===== config.mk =====
export PLATFORM = sky130hd
export DESIGN_NAME = pipeline_hazard_ctrl
export DESIGN_NICKNAME = d
export VERILOG_FILES = /design/src/rtl/pipeline_hazard_ctrl.sv
export SDC_FILE = /design/constraint.sdc
export NUM_CORES = 1
export LEC_CHECK = 0
export BUFFER_PORTS_ARGS = -buffer_cell sky130_fd_sc_hd__buf_2
export CELL_PAD_IN_SITES_DETAIL_PLACEMENT = 0
export CELL_PAD_IN_SITES_GLOBAL_PLACEMENT = 1
export CORE_AREA = 2 2 104 56
export CTS_BUF_LIST = sky130_fd_sc_hd__clkbuf_16
export CTS_CLUSTER_DIAMETER = 40
export CTS_CLUSTER_SIZE = 25
export DETAILED_ROUTE_END_ITERATION = 6
export DIE_AREA = 0 0 106 58
export PLACE_DENSITY_LB_ADDON = 0.1
export SKIP_CTS_REPAIR_TIMING = 1
export SLEW_MARGIN = 40
export SYNTH_ARGS = -nofsm -noshare
export SYNTH_HDL_FRONTEND = slang
export SYNTH_SLANG_ARGS = --single-unit

===== constraint.sdc =====
create_clock -name clk -period 3.8 [get_ports clk]
set_input_delay 0.76 -clock clk [delete_from_list [all_inputs] [get_ports clk]]
set_output_delay 0.76 -clock clk [all_outputs]
set_load 0.02 [all_outputs]

===== src/rtl/pipeline_hazard_ctrl.sv =====
// ---------------------------------------------------------------------------
// pipeline_hazard_ctrl
//
// Hazard and forwarding controller for the ARM pipeline. It tracks every
// in-flight destination from EXE through WB in a shift-register scoreboard,
// raises freeze/flush for the front end, and picks a forwarding source for
// each EXE operand. It also keeps a saturating count of data-hazard freezes.
//
// Parameters
//   DEPTH     tracked stages from EXE onward (0 = EXE, 1 = MEM, DEPTH-1 = WB)
//   NUM_SRC   source operands per instruction
//   REG_W     register address width
//   LOAD_LAT  first entry index from which load data can be forwarded
//   CNT_W     stall counter width
//   SEL_W     clog2(DEPTH), derived
//
// Ports
//   clk           rising-edge clock
//   rst           asynchronous active-low reset
//   forward_en    1 = forwarding enabled
//   id_valid      ID holds a real instruction
//   id_src        ID source registers, source i at [i*REG_W +: REG_W]
//   id_src_used   bit i = source i is read
//   id_wb_en      ID instruction writes back
//   id_mem_r_en   ID instruction is a load
//   id_dest       ID destination register
//   branch_taken  branch resolved taken in EXE
//   mem_stall     memory stage waiting (SRAM busy)
//   freeze        hold PC and IF/ID register
//   flush         clear IF/ID and ID/EXE registers
//   sel_src       EXE operand select per source (0 = register file, k = entry k)
//   stall_cnt     saturating count of data-hazard freeze cycles
// ---------------------------------------------------------------------------
module pipeline_hazard_ctrl #(
    parameter int DEPTH    = 3,
    parameter int NUM_SRC  = 2,
    parameter int REG_W    = 4,
    parameter int LOAD_LAT = 2,
    parameter int CNT_W    = 16,
    localparam int SEL_W   = $clog2(DEPTH)
) (
    input  logic                       clk,
    input  logic                       rst,
    input  logic                       forward_en,
    input  logic                       id_valid,
    input  logic [NUM_SRC*REG_W-1:0]   id_src,
    input  logic [NUM_SRC-1:0]         id_src_used,
    input  logic                       id_wb_en,
    input  logic                       id_mem_r_en,
    input  logic [REG_W-1:0]           id_dest,
    input  logic                       branch_taken,
    input  logic                       mem_stall,
    output logic                       freeze,
    output logic                       flush,
    output logic [NUM_SRC*SEL_W-1:0]   sel_src,
    output logic [CNT_W-1:0]           stall_cnt
);

    // Scoreboard: one bit per entry for valid / write-back / load, and the
    // destinations packed side by side (entry k at [k*REG_W +: REG_W]).
    logic [DEPTH-1:0]         valid_q, valid_d;
    logic [DEPTH-1:0]         wb_q, wb_d;
    logic [DEPTH-1:0]         ld_q, ld_d;
    logic [DEPTH*REG_W-1:0]   dest_q, dest_d;

    // Source operands of the instruction currently sitting in entry 0 (EXE).
    logic [NUM_SRC*REG_W-1:0] exe_src_q, exe_src_d;
    logic [NUM_SRC-1:0]       exe_used_q, exe_used_d;

    logic [CNT_W-1:0]         cnt_q, cnt_d;

    logic [DEPTH-1:0]         id_match [NUM_SRC];
    logic [NUM_SRC-1:0]       young_hit;
    logic [NUM_SRC-1:0]       young_ld;
    logic [SEL_W-1:0]         young_k [NUM_SRC];
    logic [SEL_W-1:0]         fwd_sel [NUM_SRC];
    logic                     data_hazard;
    logic                     hazard;
    logic                     flush_int;
    logic                     freeze_int;

    // Compare every ID source against every scoreboard entry.
    always_comb begin
        for (int s = 0; s < NUM_SRC; s++) begin
            id_match[s] = '0;
            for (int k = 0; k < DEPTH; k++) begin
                id_match[s][k] = valid_q[k] & wb_q[k] & id_src_used[s] &
                                 (dest_q[k*REG_W +: REG_W] == id_src[s*REG_W +: REG_W]);
            end
        end
    end

    // Only the youngest matching producer matters: scanning from the oldest
    // entry towards EXE lets the younger hit overwrite the older one, so a
    // younger ALU result shadows an older load to the same register.
    always_comb begin
        young_hit = '0;
        young_ld  = '0;
        for (int s = 0; s < NUM_SRC; s++) begin
            young_k[s] = '0;
            for (int k = DEPTH-1; k >= 0; k--) begin
                if (id_match[s][k]) begin
                    young_hit[s] = 1'b1;
                    young_ld[s]  = ld_q[k];
                    young_k[s]   = SEL_W'(k);
                end
            end
        end
    end

    // Without forwarding the consumer waits until its producer reaches WB.
    // With forwarding only a load too young to supply its data stalls; the
    // "+ 2 <=" form keeps LOAD_LAT = 1 from ever firing without a negative
    // bound.
    always_comb begin
        data_hazard = 1'b0;
        for (int s = 0; s < NUM_SRC; s++) begin
            if (young_hit[s]) begin
                if (!forward_en) begin
                    if (int'(young_k[s]) <= DEPTH-2) begin
                        data_hazard = 1'b1;
                    end
                end else if (young_ld[s] && (int'(young_k[s]) + 2 <= LOAD_LAT)) begin
                    data_hazard = 1'b1;
                end
            end
        end
    end

    // A taken branch squashes the stalled consumer anyway, so it overrides
    // the hazard freeze. A memory wait freezes everything, and the flush is
    // deferred until it clears (branch_taken persists because EXE is held).
    always_comb begin
        hazard     = id_valid & data_hazard;
        flush_int  = branch_taken & ~mem_stall;
        freeze_int = mem_stall | (hazard & ~branch_taken);
        freeze     = rst & freeze_int;
        flush      = rst & flush_int;
    end

    // Forwarding select for the EXE operands: the nearest later stage that
    // writes the register wins. Entry 0 is the consumer itself, so the scan
    // starts at entry 1.
    always_comb begin
        for (int s = 0; s < NUM_SRC; s++) begin
            fwd_sel[s] = '0;
            for (int k = DEPTH-1; k >= 1; k--) begin
                if (forward_en && exe_used_q[s] && valid_q[k] && wb_q[k] &&
                    (dest_q[k*REG_W +: REG_W] == exe_src_q[s*REG_W +: REG_W])) begin
                    fwd_sel[s] = SEL_W'(k);
                end
            end
        end
    end

    always_comb begin
        sel_src = '0;
        for (int s = 0; s < NUM_SRC; s++) begin
            sel_src[s*SEL_W +: SEL_W] = rst ? fwd_sel[s] : '0;
        end
    end

    // Scoreboard advance: everything moves one stage per cycle unless memory
    // is waiting. Entry 0 takes the ID instruction, or a bubble when ID is
    // stalled on a hazard or squashed by a taken branch.
    always_comb begin
        valid_d    = valid_q;
        wb_d       = wb_q;
        ld_d       = ld_q;
        dest_d     = dest_q;
        exe_src_d  = exe_src_q;
        exe_used_d = exe_used_q;
        if (!mem_stall) begin
            valid_d = {valid_q[DEPTH-2:0], 1'b0};
            wb_d    = {wb_q[DEPTH-2:0], 1'b0};
            ld_d    = {ld_q[DEPTH-2:0], 1'b0};
            dest_d  = {dest_q[(DEPTH-1)*REG_W-1:0], {REG_W{1'b0}}};
            if (hazard || flush_int) begin
                exe_src_d  = '0;
                exe_used_d = '0;
            end else begin
                valid_d[0]             = id_valid;
                wb_d[0]                = id_wb_en;
                ld_d[0]                = id_mem_r_en;
                dest_d[REG_W-1:0]      = id_dest;
                exe_src_d              = id_src;
                exe_used_d             = id_src_used;
            end
        end
    end

    // Count only freeze cycles that are caused by a data hazard and actually
    // cost a cycle (not hidden by a branch or a memory wait).
    always_comb begin
        cnt_d = cnt_q;
        if (hazard && !branch_taken && !mem_stall && (cnt_q != '1)) begin
            cnt_d = cnt_q + 1'b1;
        end
    end

    always_ff @(posedge clk or negedge rst) begin
        if (!rst) begin
            valid_q    <= '0;
            wb_q       <= '0;
            ld_q       <= '0;
            dest_q     <= '0;
            exe_src_q  <= '0;
            exe_used_q <= '0;
            cnt_q      <= '0;
        end else begin
            valid_q    <= valid_d;
            wb_q       <= wb_d;
            ld_q       <= ld_d;
            dest_q     <= dest_d;
            exe_src_q  <= exe_src_d;
            exe_used_q <= exe_used_d;
            cnt_q      <= cnt_d;
        end
    end

    assign stall_cnt = cnt_q;

endmodule


==> results.txt, run 1 <==
- Class of the most critical hold timing path: flop to flop
* Total negative slack for setup checks: 0 ns
- The clock reaches the later pin of the worst-skew pair after 0.28 ns.
* Standard cell area after detailed placement: 0.00258 mm2
* Number of flops mapped to enable cells by yosys: 0
- Dividing the detail-routed wire length by the instance count gives between 15 and 20 um.
- Leakage power: 1.36 nW
* Slew @ Worst Pin: between 0.6 and 0.7 ns
- Num Clock Sinks: 45
* Number of H-tree branching levels: 2
- Most common flop cell mapped by yosys: sky130_fd_sc_hd__dfrtp_1
- Power Density: 399 mW/mm2
- For this run, the post-layout net count is 267.
* Via-to-Cell Ratio: approximately 5.4
* Core outline area: 0.00525 mm2
* Number of max-capacitance violations reported: 0
- Cell Count Post-Placement: 310
- Cells with a size suffix above 1 make up 28.6% of the layout.
* CTS tree: built
- The smallest clock period supported by the final layout is computed as between 2 and 3 ns.
* Avg Inst Size Synth: 11.5 um2
* Placed wire-length estimate after detailed placement: 4050 um
* Worst setup path startpoint: id_src[1]
* Summed instance area of the synthesized netlist: between 0.002 and 0.0025 mm2
* Most frequent cell after synthesis: sky130_fd_sc_hd__dfrtp_1
- Placer Congestion: ~0.9
* Kind of start point of the critical path: input port
* Total routing usage reported by global routing: 19.1%
- Clock transition at the registers of the reported paths: 0.06 ns
- Die Height: 58 um
- Sequential cell area: roughly 0.0011 mm2
- Violation count after the first detailed-route iteration: between 90 and 100
* Count of filler cells inserted in the layout: 505
- Clock tree synthesis selected as its root buffer the cell sky130_fd_sc_hd__clkbuf_16.
- The first global-routing pass estimated between 8000 and 9000 um of wire.
- Remaining DRCs: 0
- Ranked by total cell area, the synthesized netlist is headed by sky130_fd_sc_hd__dfrtp_1, sky130_fd_sc_hd__xor2_1, sky130_fd_sc_hd__xnor2_1.
- The initial antenna violation count is 0.
- Sum of internal, switching and leakage power: 1.09 mW
- Arrival @ worst endpoint: ~2.2 ns
- Warning count from the yosys run: 0
- Setup CP Type: input port to output port
- 44 I/O pins were placed.
- Startpoint of the tightest hold check path: stall_cnt[15]$_DFFE_PN0P_
- Total wirelength of the detailed-routed design: 5340 um
- Post-synth net total: 224
- Cell area after layout: 0.00272 mm2
- Fin util: 51.8%
- The floorplan step set the die width to 106 um.
- Area share of the largest cell type after synthesis: between 40% and 50%
- Run status: completed
- STA puts the critical path data required time at 3.04 ns.
- Via count of the routed design: 1708
* Kind of end point of the critical path: output port
- The worst register-to-register path begins at stall_cnt[0]$_DFFE_PN0P_.
* Grt total ovfl: 0
- The worst-case IR drop observed on VDD is 0.205 mV.
- The first detailed-routing pass took 4 iterations.
* Area Growth Syn to Fin: 17.8%
- In this run the worst path has a maximum fanout of 3.
- The repair_antennas step left the layout with diodes totalling 0.
* Final hold violation count: 0
- The number of clock buffers added by TritonCTS is 5.
* Setup clock skew after layout: about 0.0043 ns
* #FFs+latches synth: 45
- Initial cell density of the core: 44.0%
- The synthesized design spends more area on one cell type than any other, namely sky130_fd_sc_hd__dfrtp_1.
* Port buffer count: 43
* Sequential fraction of the synthesis area: 48.8%
- Pin count of the biggest net entering global routing: 50
* Full die area: 0.00615 mm2
- In the synthesized netlist the async set-or-reset flop fraction comes to 100%.
- Tcrit/Tclk final: 77.6%
- Multi-input combinational cell area: 0.00112 mm2
- Setup repair after global routing left no endpoint under its margin.
- Leaving out filler cells and counting taps, the final layout contains 318.
- The commonest cells after synthesis are sky130_fd_sc_hd__dfrtp_1, sky130_fd_sc_hd__xor2_1, sky130_fd_sc_hd__xnor2_1.
- The clock passes through at most 2 buffers.
- Worst slew margin: 54.6%
* Synthesized netlist cell count: between 200 and 250
* Number of slew-limit violations in the final report: 0
- Maximum achievable frequency: 0.339 GHz
- Cell variety after synth: 29
* # rows: 19
- The via count of the first global-routing pass was about 1700.
* Antenna-violating nets left: 0
- Setup violations remaining at the end of the flow were counted as 0.
-- per-stage QoR --
stage	hold WS, ns	worst slack, ns
after floorplan	0.464	0.992
after global placement	0.474	0.863
after detailed placement	0.483	0.863
after CTS	0.495	0.852
after global routing	0.512	0.774
final	0.491	0.851
-- flip-flops by register name, summed over array words and instances, names as in the netlist --
name and cells:
stall_cnt 16, dest_q 12, exe_src_q 8, valid_q 3
wb_q 3, exe_used_q 2, ld_q 1
-- cell type report --
cell class | count | share of cell area (%)
clock buffer | 5 | 4.60
clock inverter | 3 | 0.460
inverter | 1 | 0.138
multi-input combinational | 144 | 41.0
sequential | 45 | 41.4
tap | 73 | 3.36
timing repair buffer | 47 | 9.02
-- worst paths after layout --
path                                                   to  slack (ns)  cells after the start
worst min register to register  stall_cnt[15]$_DFFE_PN0P_        0.49                      1
worst max register to register   stall_cnt[1]$_DFFE_PN0P_        1.46                      7
max in group asynchronous           dest_q[9]$_DFFE_PN0N_        2.73                      2
worst max-delay path                               freeze        0.85                      8
min in group asynchronous           dest_q[5]$_DFFE_PN0N_        0.66                      2
worst min-delay path            stall_cnt[15]$_DFFE_PN0P_        0.49                      1
-- placed cells by master, fill, tap and decap left out --
master,count
sky130_fd_sc_hd__a22o_1,17
sky130_fd_sc_hd__a31oi_1,1
sky130_fd_sc_hd__a31oi_4,1
sky130_fd_sc_hd__and2_1,5
sky130_fd_sc_hd__and3_1,10
sky130_fd_sc_hd__and4_1,1
sky130_fd_sc_hd__buf_2,43
sky130_fd_sc_hd__buf_4,4
sky130_fd_sc_hd__clkbuf_16,5
sky130_fd_sc_hd__clkinv_1,2
sky130_fd_sc_hd__clkinv_2,1
sky130_fd_sc_hd__dfrtp_1,45
sky130_fd_sc_hd__ha_1,1
sky130_fd_sc_hd__inv_1,1
sky130_fd_sc_hd__mux2_2,13
sky130_fd_sc_hd__nand2_1,6
sky130_fd_sc_hd__nand3_1,13
sky130_fd_sc_hd__nand4_1,8
sky130_fd_sc_hd__nor2_1,6
sky130_fd_sc_hd__nor2b_1,2
sky130_fd_sc_hd__nor3_1,1
sky130_fd_sc_hd__nor3_2,2
sky130_fd_sc_hd__nor4_1,6
sky130_fd_sc_hd__o21a_1,1
sky130_fd_sc_hd__o21ai_0,1
sky130_fd_sc_hd__or4_1,1
sky130_fd_sc_hd__or4_4,1
sky130_fd_sc_hd__xnor2_1,19
sky130_fd_sc_hd__xor2_1,28
-- kinds of logic (layout without fill, tap and decap cells) --
group / Yosys count / count (layout) / synth area share, %
fa+ha+maj: 1 / 1 / 0.542
mux: 13 / 13 / 6.34
buf+inv: 12 / 56 / 2.92
compound gates: 21 / 21 / 8.18
xor+xnor: 47 / 47 / 17.8
simple gates: 62 / 62 / 15.4
flops: 45 / 45 / 48.8
-- worst max-delay path, cell delays in order --
cell                      delay [ns]
sky130_fd_sc_hd__buf_2          0.13
sky130_fd_sc_hd__xor2_1         0.14
sky130_fd_sc_hd__nor4_1         0.37
sky130_fd_sc_hd__a31oi_1        0.19
sky130_fd_sc_hd__a31oi_4        0.16
sky130_fd_sc_hd__nor2b_1        0.15
sky130_fd_sc_hd__o21a_1         0.12
sky130_fd_sc_hd__buf_2          0.16
-- where the power goes --
| part | switching [mW] | internal, mW |
|---|---|---|
| clock | 0.169 | 0.238 |
| combinational | 0.0598 | 0.0646 |
| sequential | 0.0443 | 0.510 |
| total | 0.273 | 0.812 |
-- per-layer routing --
metal,vias to the layer above,GRT usage (%),part of all wire [%],routed length [um]
met5,-,0,0,0
met4,0,4.32,0.51,27
met3,2,4.84,5.9,316
met2,44,26.3,40,2160
met1,862,30.1,53,2840
li1,800,-,-,-
Power figures use the tool's default switching activity.
==> run 2, diff against run 1 <==
CORE_AREA = 2 2 112 60   (was 2 2 104 56)
DIE_AREA = 0 0 114 62   (was 0 0 106 58)
clock period = 2.49 ns   (was 3.8 ns; I/O delays follow)
==> run 2 against run 1 <==
  * The run now ends with negative setup slack left
  * Register-to-register slack worse by 1.1 ns
  * Sequential power rose by 51%
  * Critical path depth shrank 2
  * Utilization fell by 6.5 points
  * Combinational power up 84%
  * Flip-flop and latch count unchanged
  * Total power rose by 58%
  * Hold slack got worse by 0.19 ns
  * Final cell count rose by 4.4%
  * Non-clock buffer count increased by 7
  * Cell area grew 4.1%
  * Critical endpoint unchanged
  * Largest cell class is now multi-input gates
==> results.txt, run 2 (synthesis gave the netlist of run 1 again) <==
- Run status: complete, but fails checks (was completed).
- Failing checks: negative setup slack
- The net switching power figure came to 453 uW (was 273 uW).
- Minimum hold slack: 0.300 ns (was 0.491 ns)
- Commonest cells after routing, fill and taps aside: sky130_fd_sc_hd__buf_2, sky130_fd_sc_hd__dfrtp_1, sky130_fd_sc_hd__xor2_1 (was sky130_fd_sc_hd__dfrtp_1, sky130_fd_sc_hd__buf_2, sky130_fd_sc_hd__xor2_1)
- In the finished design, the share of the clock period the worst path needs comes to 101%.
* Maximum achievable frequency: 0.398 GHz
- Post-Place Setup Slack: 0.0759 ns (was 0.863 ns)
- The reported max-cap violation count was 0 (unchanged).
- Global-route wire length before repair: 8950 um (was 8910 um)
* Total routing usage reported by global routing: 17.6% (was 19.1%)
* Area Growth Syn to Fin: 22.6% (was 17.8%)
* Final-report setup violation count: 1 (was 0)
- The switching fraction of total power was 26.4% (was 25.2%).
- The maximum cell stage delay along the critical path came to 0.52 ns (was 0.37 ns).
- Max reg flops: 16 (unchanged)
- Sequential cell fraction of total power: 49.0% (was 51.0%)
- The maximum resistive drop on vdd was 0.236 mV (was 0.205 mV).
- Number of nets in the layout: 274 (was 267)
- Grt total ovfl: 0 (unchanged)
- Initial antenna violation count: 0 (unchanged)
- Arrival @ worst endpoint: 2.02 ns (was 2.19 ns)
* Buffers plus inverters on the worst setup path: 1 (was 2)
- Port buffer count: 43 (unchanged)
- Int Power: 1.26 mW (was 812 uW)
- Worst slew margin: 71.5% (was 54.6%)
- The length of the first detailed-routing pass in iterations came to 4 (unchanged).
* Clk Latency, worst-skew pair: 0.29 ns (was 0.28 ns)
- Num Clock Sinks: 45 (unchanged)
- The slowest stage cell on the critical path is sky130_fd_sc_hd__or4_4 (was sky130_fd_sc_hd__nor4_1).
* Setup clock skew after layout: 0.00336 ns (was 0.00426 ns)
- Gate family responsible for the most delay along the worst path: simple AND/OR/NAND/NOR gates (unchanged)
- Cells along the critical path: xor2_1 > or4_4 > a31oi_4 > nor2b_1 > o21a_1 > buf_6 (was buf_2 > xor2_1 > nor4_1 > a31oi_1 > a31oi_4 > nor2b_1 > o21a_1 > buf_2).
* Layout cells sized above 1: 34.5% (was 28.6%)
- Wirelength per Cell: 17.5 um (was 16.8 um)
- Total wirelength of the detailed-routed design: 5820 um (was 5340 um)
* Maximum fanout along the worst path: 4 (was 3)
- The die boundary width was 114 um (was 106 um).
- Kind of start point of the critical path: flop (was input port)
- CTS max path bufs: 2 (unchanged)
* Remaining DRCs: 0 (unchanged)
* Kind of end point of the critical path: output port (unchanged)
- The clock slew at the register clock pins of the worst setup and hold paths came to 0.06 ns (about the same).
* # rows: 21 (was 19)
- RSZ-0062 raised after global routing: true (was false).
- Number of H-tree branching levels: 2 (unchanged)
* Number of placed I/O pins: 44 (unchanged)
- The power per standard cell area was 604 mW/mm2 (was 399 mW/mm2).
* CTS buffer count: 5 (unchanged)
* Number of slew-limit violations in the final report: 0 (unchanged)
- Number of antenna diodes: 0 (unchanged)
- The placeable core region is 0.00625 mm2 (was 0.00525 mm2).
* Die Height: 62 um (was 58 um)
- The via count of the first global-routing pass was 1542 (was 1665).
- CTS tree: built (unchanged)
- The post-route worst setup slack came to -0.0256 ns (was 0.851 ns).
- Clock network power share: 37.7% (was 37.5%)
* Placer Congestion: 0.823 (was 0.912)
* Sum of internal, switching and leakage power: 1.71 mW (was 1.09 mW)
- The detail-routed via count per cell was 4.96 (was 5.37).
- The leakage dissipation is 1.40 nW (was 1.36 nW).
* Via count of the routed design: 1648 (was 1708)
- Clock Root Buffer: sky130_fd_sc_hd__clkbuf_16 (unchanged)
- Class of the most critical hold timing path: input port to asynchronous set/reset pin (was flop to flop)
- Full die area: 0.00707 mm2 (was 0.00615 mm2)
* Antenna-violating nets left: 0 (unchanged)
- Placed wire-length estimate after detailed placement: 4300 um (was 4050 um)
* Slew @ Worst Pin: 0.423 ns (was 0.680 ns)
- The final hold violation count came to 0 (unchanged).
* Initial cell density of the core: 36.9% (was 44.0%)
* Pin count of the biggest net entering global routing: 29 (was 50)
- Worst Path Required: 1.99 ns (was 3.04 ns)
* Setup CP Type: flop to output port (was input port to output port)
- Most common library cell in the layout ignoring fill and taps: sky130_fd_sc_hd__buf_2 (was sky130_fd_sc_hd__dfrtp_1)
* Combinational cell fraction of total power: 13.3% (was 11.5%)
- The smallest clock period supported by the final layout is computed as 2.52 ns.
* Violation count after the first detailed-route iteration: 81 (was 93)
-- run 2: layer usage --
layer / global-route usage (%) / vias to the layer above / wire length [um]
met4: 3.66 / 0 / 40
met1: 28.6 / 794 / 3320
met3: 6.30 / 4 / 312
met2: 21.2 / 36 / 2150
met5: 0 / - / 0
li1: - / 814 / -
-- run 2: per-stage QoR --
| stage | TNS [ns] | util [%] | area (um2) | std cells |
|---|---|---|---|---|
| after floorplan | 0 | - | 2310 | 201 |
| after global placement | 0 | 42.2 | 2640 | 322 |
| after detailed placement | 0 | 42.2 | 2640 | 322 |
| after CTS | -0.0922 | 44.5 | 2780 | 330 |
| after global routing | -0.100 | 45.3 | 2830 | 332 |
| final | -0.0256 | 45.3 | 2830 | 332 |
-- run 2: final cells by class --
| cell class | count | area, um2 |
|---|---|---|
| sequential | 45 | 1130 |
| clock buffer | 5 | 125 |
| multi-input combinational | 144 | 1140 |
| inverter | 1 | 3.75 |
| clock inverter | 3 | 13.8 |
| tap | 80 | 100 |
| timing repair buffer | 54 | 317 |
| fill | 610 | 3420 |
-- run 2: worst paths after layout --
path / startpoint / end / slack [ns] / cells after the start
worst min register to register: stall_cnt[13]$_DFFE_PN0P_ / stall_cnt[13]$_DFFE_PN0P_ / 0.49 / 1
max in group asynchronous: rst / exe_src_q[2]$_DFFE_PN0N_ / 1.58 / 3
worst min-delay path: rst / dest_q[1]$_DFFE_PN0N_ / 0.30 / 2
worst max register to register: dest_q[3]$_DFFE_PN0N_ / ld_q[0]$_DFFE_PN0N_ / 0.39 / 7
worst max-delay path: dest_q[3]$_DFFE_PN0N_ / freeze / -0.03 / 6
min in group clk: id_dest[3] / dest_q[3]$_DFFE_PN0N_ / 0.42 / 2
-- run 2: power by group through the flow --
stage          clock [mW]  combinational [mW]  sequential, mW
3_5_place_dp            0               0.209           0.854
5_1_grt             0.711               0.251           0.846
6_report            0.645               0.228           0.839
3_3_place_gp            0               0.210           0.855
4_1_cts             0.668               0.211           0.841
2_1_floorplan           0               0.149           0.824
